===== src/rtl/sata_phy_align_ctrl.sv =====
// sata_phy_align_ctrl: ALIGN scheduler and RX link-integrity monitor.
// After linkup it owns the TX dword stream, interleaving periodic ALIGN bursts
// with link-layer data, and supervises RX ALIGN spacing and phy_error density.
// Build option: define SATA_PHY_RX_ALIGN_FILTER_EN to drop detected RX ALIGN
// dwords from the stream forwarded to the link layer.
module sata_phy_align_ctrl #(
    parameter int unsigned ALIGN_INTERVAL   = 256,
    parameter int unsigned ALIGN_BURST      = 2,
    parameter int unsigned RX_ALIGN_TIMEOUT = 1024,
    parameter int unsigned ERR_WINDOW       = 256,
    parameter int unsigned ERR_THRESHOLD    = 4
) (
    input  logic        clk,
    input  logic        rst_n,
    input  logic        linkup,
    input  logic [31:0] oob_tx_dout,
    input  logic        oob_tx_isk,
    input  logic [31:0] link_tx_dout,
    input  logic        link_tx_isk,
    output logic        link_tx_ready,
    output logic [31:0] tx_dout,
    output logic        tx_isk,
    input  logic [31:0] rx_din,
    input  logic [3:0]  rx_isk,
    input  logic        phy_error,
    output logic [31:0] rx_dout,
    output logic [3:0]  rx_isk_out,
    output logic        rx_valid,
    output logic        phy_ready,
    output logic        platform_error
);

    // ALIGN primitive: K28.5 D10.2 D10.2 D27.3, K flag on byte 0.
    localparam logic [31:0] PRIM_ALIGN = 32'h7B4A_4ABC;

    localparam int unsigned BURST_W = $clog2(ALIGN_BURST) + 1;
    localparam int unsigned INT_W   = $clog2(ALIGN_INTERVAL) + 1;
    localparam int unsigned GAP_W   = $clog2(RX_ALIGN_TIMEOUT + 1) + 1;
    localparam int unsigned WIN_W   = $clog2(ERR_WINDOW) + 1;
    localparam int unsigned ERR_W   = $clog2(ERR_THRESHOLD + 1) + 1;

    localparam logic [1:0] ST_IDLE  = 2'd0;
    localparam logic [1:0] ST_ALIGN = 2'd1;
    localparam logic [1:0] ST_DATA  = 2'd2;

    logic [1:0]         state;
    logic [1:0]         state_nxt;
    logic [BURST_W-1:0] burst_cnt;
    logic [BURST_W-1:0] burst_cnt_nxt;
    logic [INT_W-1:0]   int_cnt;
    logic [INT_W-1:0]   int_cnt_nxt;

    logic               align_det;
    logic [GAP_W-1:0]   gap_cnt;
    logic [GAP_W-1:0]   gap_inc;
    logic               gap_trip;
    logic [WIN_W-1:0]   win_cnt;
    logic               win_wrap;
    logic [ERR_W-1:0]   err_cnt;
    logic [ERR_W-1:0]   err_base;
    logic [ERR_W-1:0]   err_inc;
    logic               err_trip;

    // State and sequencing counter registers.
    always_ff @(posedge clk or negedge rst_n) begin
        if (!rst_n) begin
            state     <= ST_IDLE;
            burst_cnt <= '0;
            int_cnt   <= '0;
        end else begin
            state     <= state_nxt;
            burst_cnt <= burst_cnt_nxt;
            int_cnt   <= int_cnt_nxt;
        end
    end

    // Next state; counters restart from zero on every state entry.
    always_comb begin
        state_nxt     = state;
        burst_cnt_nxt = '0;
        int_cnt_nxt   = '0;
        if (!linkup) begin
            state_nxt = ST_IDLE;
        end else begin
            case (state)
                ST_IDLE: begin
                    state_nxt = ST_ALIGN;
                end
                ST_ALIGN: begin
                    if (burst_cnt == BURST_W'(ALIGN_BURST - 1)) begin
                        state_nxt = ST_DATA;
                    end else begin
                        burst_cnt_nxt = burst_cnt + BURST_W'(1);
                    end
                end
                ST_DATA: begin
                    if (int_cnt == INT_W'(ALIGN_INTERVAL - 1)) begin
                        state_nxt = ST_ALIGN;
                    end else begin
                        int_cnt_nxt = int_cnt + INT_W'(1);
                    end
                end
                default: begin
                    state_nxt = ST_IDLE;
                end
            endcase
        end
    end

    // Link layer is served only while in DATA.
    assign link_tx_ready = (state == ST_DATA);
    assign phy_ready     = (state == ST_DATA);

    // TX source mux, registered towards the transceiver.
    always_ff @(posedge clk or negedge rst_n) begin
        if (!rst_n) begin
            tx_dout <= '0;
            tx_isk  <= 1'b0;
        end else begin
            case (state)
                ST_ALIGN: begin
                    tx_dout <= PRIM_ALIGN;
                    tx_isk  <= 1'b1;
                end
                ST_DATA: begin
                    tx_dout <= link_tx_dout;
                    tx_isk  <= link_tx_isk;
                end
                default: begin
                    tx_dout <= oob_tx_dout;
                    tx_isk  <= oob_tx_isk;
                end
            endcase
        end
    end

    // An ALIGN received together with a decode error is not trusted.
    assign align_det = (rx_din == PRIM_ALIGN) && rx_isk[0] && !phy_error;

    // RX forwarding path to the link layer.
    always_ff @(posedge clk or negedge rst_n) begin
        if (!rst_n) begin
            rx_dout    <= '0;
            rx_isk_out <= '0;
            rx_valid   <= 1'b0;
        end else begin
`ifdef SATA_PHY_RX_ALIGN_FILTER_EN
            rx_valid <= linkup && !align_det;
            if (!align_det) begin
                rx_dout    <= rx_din;
                rx_isk_out <= rx_isk;
            end
`else
            rx_valid   <= linkup;
            rx_dout    <= rx_din;
            rx_isk_out <= rx_isk;
`endif
        end
    end

    // Gap trips when the incremented count reaches the timeout; a zero timeout never trips.
    assign gap_inc  = gap_cnt + GAP_W'(1);
    assign gap_trip = (RX_ALIGN_TIMEOUT != 0) && !align_det
                      && (gap_cnt < GAP_W'(RX_ALIGN_TIMEOUT))
                      && (gap_inc == GAP_W'(RX_ALIGN_TIMEOUT));

    // The error arriving on the wrap cycle is counted into the fresh window.
    assign win_wrap = (win_cnt == WIN_W'(ERR_WINDOW - 1));
    assign err_base = win_wrap ? '0 : err_cnt;
    assign err_inc  = err_base + ERR_W'(1);
    assign err_trip = phy_error && (err_base < ERR_W'(ERR_THRESHOLD))
                      && (err_inc == ERR_W'(ERR_THRESHOLD));

    // RX supervision counters and the sticky integrity fault.
    always_ff @(posedge clk or negedge rst_n) begin
        if (!rst_n) begin
            gap_cnt        <= '0;
            win_cnt        <= '0;
            err_cnt        <= '0;
            platform_error <= 1'b0;
        end else if (!linkup) begin
            gap_cnt        <= '0;
            win_cnt        <= '0;
            err_cnt        <= '0;
            platform_error <= 1'b0;
        end else begin
            if (align_det) begin
                gap_cnt <= '0;
            end else if (gap_cnt < GAP_W'(RX_ALIGN_TIMEOUT)) begin
                gap_cnt <= gap_inc;
            end
            win_cnt <= win_wrap ? '0 : win_cnt + WIN_W'(1);
            if (phy_error && (err_base < ERR_W'(ERR_THRESHOLD))) begin
                err_cnt <= err_inc;
            end else begin
                err_cnt <= err_base;
            end
            platform_error <= platform_error | gap_trip | err_trip;
        end
    end

endmodule


===== config.mk =====
export PLATFORM = sky130hd
export DESIGN_NAME = sata_phy_align_ctrl
export DESIGN_NICKNAME = d
export VERILOG_FILES = /design/src/rtl/sata_phy_align_ctrl.sv
export SDC_FILE = /design/constraint.sdc
export NUM_CORES = 1
export LEC_CHECK = 0
export ABC_AREA = 1
export ABC_CLOCK_PERIOD_IN_PS = 3000
export CAP_MARGIN = 5
export CORE_UTILIZATION = 45
export CTS_CLUSTER_SIZE = 28
export DETAILED_ROUTE_END_ITERATION = 16
export GPL_ROUTABILITY_DRIVEN = 0
export GPL_TIMING_DRIVEN = 1
export PLACE_DENSITY = 0.83
export RECOVER_POWER = 25
export SYNTH_ARGS = -nofsm -noshare
export SYNTH_HDL_FRONTEND = slang
export SYNTH_SLANG_ARGS = --single-unit

===== constraint.sdc =====
create_clock -name clk -period 3 [get_ports clk]
set_input_delay 0.3 -clock clk [delete_from_list [all_inputs] [get_ports clk]]
set_output_delay 0.3 -clock clk [all_outputs]
set_load 0.03 [all_outputs]

==> impl_metrics.env, run 1 <==
export IMPL_worstMarginPinSlew_ps=1410
export IMPL_grt_pass1_wl_um=17500
export IMPL_synth_area_per_cell_um2=9.61
export IMPL_max_cap_viol_count=0
export IMPL_finalMaxSlewViolations=0
export IMPL_area_growth_pct=47.3
export IMPL_yosysMostFrequentCell="dfrtp_1"
export IMPL_netlist_top_cells_count="dfrtp_1, inv_1, nand2_1, nor2_1, nand3_1"
export IMPL_worstHoldPathType="register to register"
export IMPL_async_flop_share_pct=100
export IMPL_irDropWorstVdd_mv=0.466
export IMPL_synth_fp_nets=586
export IMPL_antenna_left=0
export IMPL_synth_edf_count=0
export IMPL_diodes=0
export IMPL_htreeDepth=3
export IMPL_ys_warn_count=0
export IMPL_internal_power_uw=2890
export IMPL_cts_sinks=109
export IMPL_finalHoldViolations=0
export IMPL_synth_top_area_share_pct=60.4
export IMPL_p_sw_uw=1720
export IMPL_dieHeight_um=102
export IMPL_core_um2=9730
export IMPL_cts_buffer_depth=2
export IMPL_rows=36
export IMPL_dp_cells=769
export IMPL_drtIter0Drc=206
export IMPL_power_leakage_uw=0.00301
export IMPL_synth_distinct_cells=30
export IMPL_worstSetupStartpointType="register"
export IMPL_synth_top_cells_by_area="dfrtp_1, inv_1, nand2_1"
export IMPL_p_comb_share_pct=39.6
export IMPL_drc=0
export IMPL_fin_skew_ps=10.1
export IMPL_finalSetupViolCount=0
export IMPL_total_power_uw=4600
export IMPL_root_buffer="clkbuf_8"
export IMPL_setup_tns_ps=0
export IMPL_synth_area_um2=4520
export IMPL_min_period_ps=2110
export IMPL_cp_required_ps=2700
export IMPL_hpwl_um=8040
export IMPL_track_usage_pct=22.0
export IMPL_slowest_stage="clkdlybuf4s50_1"
export IMPL_final_area_um2=6650
export IMPL_sw_frac_of_total_pct=37.3
export IMPL_outcome="finished, final reports clean"
export IMPL_antenna_found_initial=0
export IMPL_pwr_share_clk_pct=20.5
export IMPL_io_buffers=178
export IMPL_post_cts_setup_buffer_count=0
export IMPL_clk_pin_slew_ps=110
export IMPL_critPathKind="register to primary output"
export IMPL_seqPwrFrac_pct=39.9
export IMPL_rsz0062_at_grt="no"
export IMPL_cpPeakStageDelay_ps=690
export IMPL_crit_chain="inv_1 > ha_1 > clkdlybuf4s50_1"
export IMPL_wl_per_cell_um=13.5
export IMPL_final_instance_count_excl_fill=786
export IMPL_holdWs_ps=456
export IMPL_cts_tree="built"
export IMPL_placed_area_um2=6430
export IMPL_start_util_pct=46.4
export IMPL_drt_wl_total_um=10600
export IMPL_clock_fmax_mhz=474
export IMPL_grt_pass1_vias=3867
export IMPL_synth_cells=470
export IMPL_nets=764
export IMPL_slew_headroom_pct=5.76
export IMPL_dr_pass1_iters=4
export IMPL_overflow=0
export IMPL_min_period_over_period_pct=70.4
export IMPL_clk_latency_ps=370
export IMPL_numCtsBuffers=9
export IMPL_worstPathMaxFanout=4
export IMPL_drive_gt1_share_pct=4.75
export IMPL_cts_resized=0
export IMPL_fillCellCount=766
export IMPL_cp_num_buf_inv=2
export IMPL_ys_seq_area_share_pct=60.4
export IMPL_via_count=3793
export IMPL_vias_per_cell=4.83
export IMPL_ys_flop_type="dfrtp_1"
export IMPL_ys_ff_latch=109
export IMPL_io_pins=179
export IMPL_die_x_um=102
export IMPL_yosysTopAreaCell="dfrtp_1"
export IMPL_worstSetupEndpointType="primary output"
export IMPL_path_delay_family="buffers and inverters"
export IMPL_multi_input_area_um2=1430
export IMPL_die_area_um2=10400
export IMPL_grt_max_degree=67
export IMPL_final_seq_area_um2=2730
export IMPL_pwr_density_cell_nw_per_um2=692
export IMPL_cp_data_arrival_time_ps=1810
state kept, by name, summed over array words and instances (netlist names):
| signal | count |
|---|---|
| burst_cnt | 2 |
| err_cnt | 4 |
| gap_cnt | 12 |
| int_cnt | 9 |
| platform_error | 1 |
| rx_dout | 32 |
| rx_isk_out | 4 |
| rx_valid | 1 |
| state | 2 |
| tx_dout | 32 |
| tx_isk | 1 |
| win_cnt | 9 |
logic make-up after synthesis:
| family | count (synthesis) | share of synthesized area, % |
|---|---|---|
| and+or+nand+nor | 186 | 18.3 |
| DFF | 109 | 60.4 |
| buffers and inverters | 93 | 8.03 |
| AOI/OAI and AO/OA | 62 | 8.53 |
| xor gates and xnor gates | 10 | 1.94 |
| adders and majority gates | 10 | 2.77 |
metal layers:
metal | vias up | routed length [um] | GRT usage, %
met2 | 134 | 5510 | 39.0
li1 | 1845 | - | -
met4 | 0 | 187 | 8.46
met5 | - | 0 | 0
met3 | 16 | 746 | 5.68
met1 | 1798 | 4150 | 25.6
final cells by class:
class	instances	share of cell area [%]
flip-flops and latches	109	41.0
repair buffers	182	27.4
multi-input cells	268	21.5
inverters	78	4.40
well taps	133	2.50
clock buffers	11	2.28
clock inverters	5	0.978
metrics by stage:
stage	util [%]	setup slack, ps
after global placement	66.1	1160
after global routing	68.4	767
after floorplan	-	1250
after detailed placement	66.1	1040
final	68.4	889
after CTS	68.4	863
cells in the final DEF (no fill, tap or decap):
master and instances:
a211oi_1 2, a21oi_1 14, and3_1 1, buf_12 1, buf_4 2, bufinv_16 1, clkbuf_2 1, clkbuf_8 11
clkdlybuf4s50_1 140, clkinv_1 1, clkinv_4 2, dfrtp_1 109, dlygate4sd3_1 38, ha_1 9, ha_2 1, inv_1 77
inv_6 2, nand2_1 69, nand2_2 3, nand3_1 47, nand3_2 2, nand3_4 1, nand4_1 4, nor2_1 51
nor2_2 1, nor2_4 1, nor3_1 3, nor3b_1 3, o211a_1 1, o211ai_1 18, o21ai_0 23, o21ai_1 2
o21ai_2 1, o31ai_4 1, xnor2_1 4, xor2_1 6
power groups by stage:
stage / Sequential [uW] / Combinational [uW] / Clock [uW]
finish: 1840 / 1820 / 943
global route: 1870 / 1960 / 1030
CTS: 1840 / 1850 / 966
detailed placement: 1870 / 1840 / 0
global placement: 1860 / 1800 / 0
floorplan: 2350 / 526 / 0
final timing paths:
check / start / endpoint / slack, ps / cells past startpoint
min in group asynchronous: rst_n / rx_dout[25] / 820 / 2
max: state[0] / link_tx_ready / 890 / 3
min reg2reg: burst_cnt[0] / burst_cnt[0] / 460 / 1
max reg2reg: win_cnt[0] / platform_error / 1000 / 15
min: burst_cnt[0] / burst_cnt[0] / 460 / 1
max in group asynchronous: rst_n / int_cnt[5] / 1250 / 3
repair_timing:
item | 4_1_cts | 5_1_grt
hold endpoints to repair | 22 | 0
setup endpoints to repair | 0 | 0
hold buffers | 1 | 0
No activity file was read; power rests on OpenSTA's default activity.
==> inputs of run 2 (changes only) <==
- ABC_CLOCK_PERIOD_IN_PS: 3000 -> 1800
- CORE_UTILIZATION: 45 -> 39
- PLACE_DENSITY: 0.83 -> 0.76
- clock period: 3 -> 1.8 ns (I/O delays scaled with it)
==> run 2 against run 1 <==
Against the previous run:
- the run now ends with negative setup slack left
- total power grew 78%
- critical path type is now register to register
- sequential share of layout area shrank 1.6 points
- non-clock buffer count grew 14
- clock skew is essentially flat
- routed wire length grew 8.8%
- utilization shrank 5.9 points
- critical endpoint is now platform_error
- global-route usage shrank 1.7 points
- die area grew 15%
- combinational power grew 76%
==> impl_metrics.env, run 2 (synthesis results as in run 1) <==
export IMPL_setup_tns_ps=-128
export IMPL_worst_path_most_repeated_cell="nand2_2"
export IMPL_htreeDepth=3
export IMPL_nets=778
export IMPL_finalHoldViolations=0
export IMPL_grt_pass1_vias=3865
export IMPL_root_buffer="clkbuf_16"
export IMPL_pwr_density_cell_nw_per_um2=1180
export IMPL_drt_wl_total_um=11500
export IMPL_cp_required_ps=2030
export IMPL_drc=0
export IMPL_power_leakage_uw=0.00311
export IMPL_irDropWorstVdd_mv=0.639
export IMPL_outcome="finished, violations left"
export IMPL_via_count=3848
export IMPL_worst_slack_ps=-93.8
export IMPL_drive_gt1_share_pct=8.55
export IMPL_fin_skew_ps=10.5
export IMPL_overflow=0
export IMPL_violations="negative setup slack"
export IMPL_dr_pass1_iters=6
export IMPL_rsz0062_at_grt="yes"
export IMPL_layout_commonest_cell="clkdlybuf4s50_1"
export IMPL_grt_max_degree=76
export IMPL_cts_sinks=109
export IMPL_critPathKind="register to register"
export IMPL_slowest_stage="dfrtp_1"
export IMPL_cpPeakStageDelay_ps=420
export IMPL_placed_area_um2=6520
export IMPL_worstMarginPinSlew_ps=854
export IMPL_hpwl_um=8690
export IMPL_worstHoldPathType="primary input to register"
export IMPL_clock_fmax_mhz=528
export IMPL_finalMaxSlewViolations=0
export IMPL_diodes=0
export IMPL_io_buffers=178
export IMPL_dp_slack_ps=-111
export IMPL_worstSetupEndpointType="register"
export IMPL_worstPathMaxFanout=3
export IMPL_cp_data_arrival_time_ps=2130
export IMPL_cts_buffer_depth=2
export IMPL_rows=38
export IMPL_final_cell_mix="clkdlybuf4s50_1, dfrtp_1, inv_1, nand2_1, nor2_1"
export IMPL_max_cap_viol_count=0
export IMPL_final_instance_count_excl_fill=807
export IMPL_io_pins=179
export IMPL_finalSetupViolCount=3
export IMPL_area_growth_pct=53.3
export IMPL_wl_per_cell_um=14.3
export IMPL_fillCellCount=890
export IMPL_worstSetupStartpointType="register"
export IMPL_grt_pass1_wl_um=18200
export IMPL_min_period_over_period_pct=105
export IMPL_vias_per_cell=4.77
export IMPL_antenna_left=0
export IMPL_track_usage_pct=20.4
export IMPL_clk_pin_slew_ps=80
export IMPL_top_regs="rx_dout: 32 flops, tx_dout: 32 flops, gap_cnt: 12 flops"
export IMPL_dieHeight_um=110
export IMPL_core_um2=11100
export IMPL_drtIter0Drc=151
export IMPL_clk_latency_ps=360
export IMPL_dp_cells=784
export IMPL_cts_tree="built"
export IMPL_numCtsBuffers=9
export IMPL_crit_chain="ha_4 > nand3_4 > nor2_1 > inv_1 > nor2_2 > nand2_2 > nand2_2 > inv_2 > ha_4 > nand2_2 > inv_2 > nand2_2 > nor2_2 > nor2_1 > a21oi_1"
export IMPL_slew_headroom_pct=43.1
export IMPL_min_period_ps=1890
export IMPL_die_x_um=110
export IMPL_die_area_um2=12000
export IMPL_start_util_pct=40.8
export IMPL_antenna_found_initial=0
export IMPL_final_area_um2=6920
-- run 2: cell types whose count changed in the layout (fill, tap and decap cells not counted), sizes merged --
cell,before,now
buf,3,18
bufinv,1,0
clkbuf,12,11
clkdlybuf4s50,140,139
clkinv,3,4
dlygate4sd3,38,37
inv,79,81
-- run 2: worst max-delay path, delay by kind of cell (launching register included) --
| family | cells | cell delay (ps) |
|---|---|---|
| simple gates | 9 | 770 |
| flops | 1 | 420 |
| fa+ha+maj | 2 | 330 |
| buf+inv | 3 | 160 |
| compound gates | 1 | 70 |
-- run 2: layer usage --
layer  share of wire [%]  track usage [%]  vias up
met2                  54             36.1      121
met4                 2.1             7.52        0
li1                    -                -     1880
met3                 6.3             6.11       15
met5                   0                0        -
met1                  38             23.0     1832
-- run 2: final cells by class --
type	count	area (um2)	area share [%]
clock buffers	9	225	3.25
repair buffers	196	1940	28.0
inverters	78	293	4.23
multi-input cells	268	1490	21.5
clock inverters	7	76.3	1.10
flip-flops and latches	109	2730	39.4
well taps	140	175	2.53
-- run 2: metrics by stage --
stage	util (%)	total power (uW)	hold WS [ps]
4_1_cts	61.8	8260	248
2_1_floorplan	-	4800	-116
6_report	62.5	8200	361
5_1_grt	62.5	8580	367
3_3_place_gp	58.8	6210	167
3_5_place_dp	58.8	6290	182
-- run 2: power by group --
part	total (uW)	internal [uW]	switching (uW)
registers	3050	2890	154
logic	3200	1270	1920
clock network	1950	985	968
total	8200	5150	3040
-- run 2: what timing repair did --
action	in CTS	in global routing
setup endpoints to repair	3	8
hold endpoints to repair	109	0
gates resized for setup	3	16
pin swaps	0	13
hold buffers	1	0
buffers inserted	0	6
-- run 2: worst paths after layout --
path	endpoint	slack [ps]	startpoint	depth (start not counted)
setup / recovery	platform_error	-90	win_cnt[1]	15
min in group asynchronous	tx_dout[13]	480	rst_n	3
hold reg to reg	burst_cnt[0]	460	burst_cnt[0]	1
max in group asynchronous	tx_dout[9]	550	rst_n	3
setup reg to reg	platform_error	-90	win_cnt[1]	15
hold / removal	tx_dout[18]	360	oob_tx_dout[18]	3
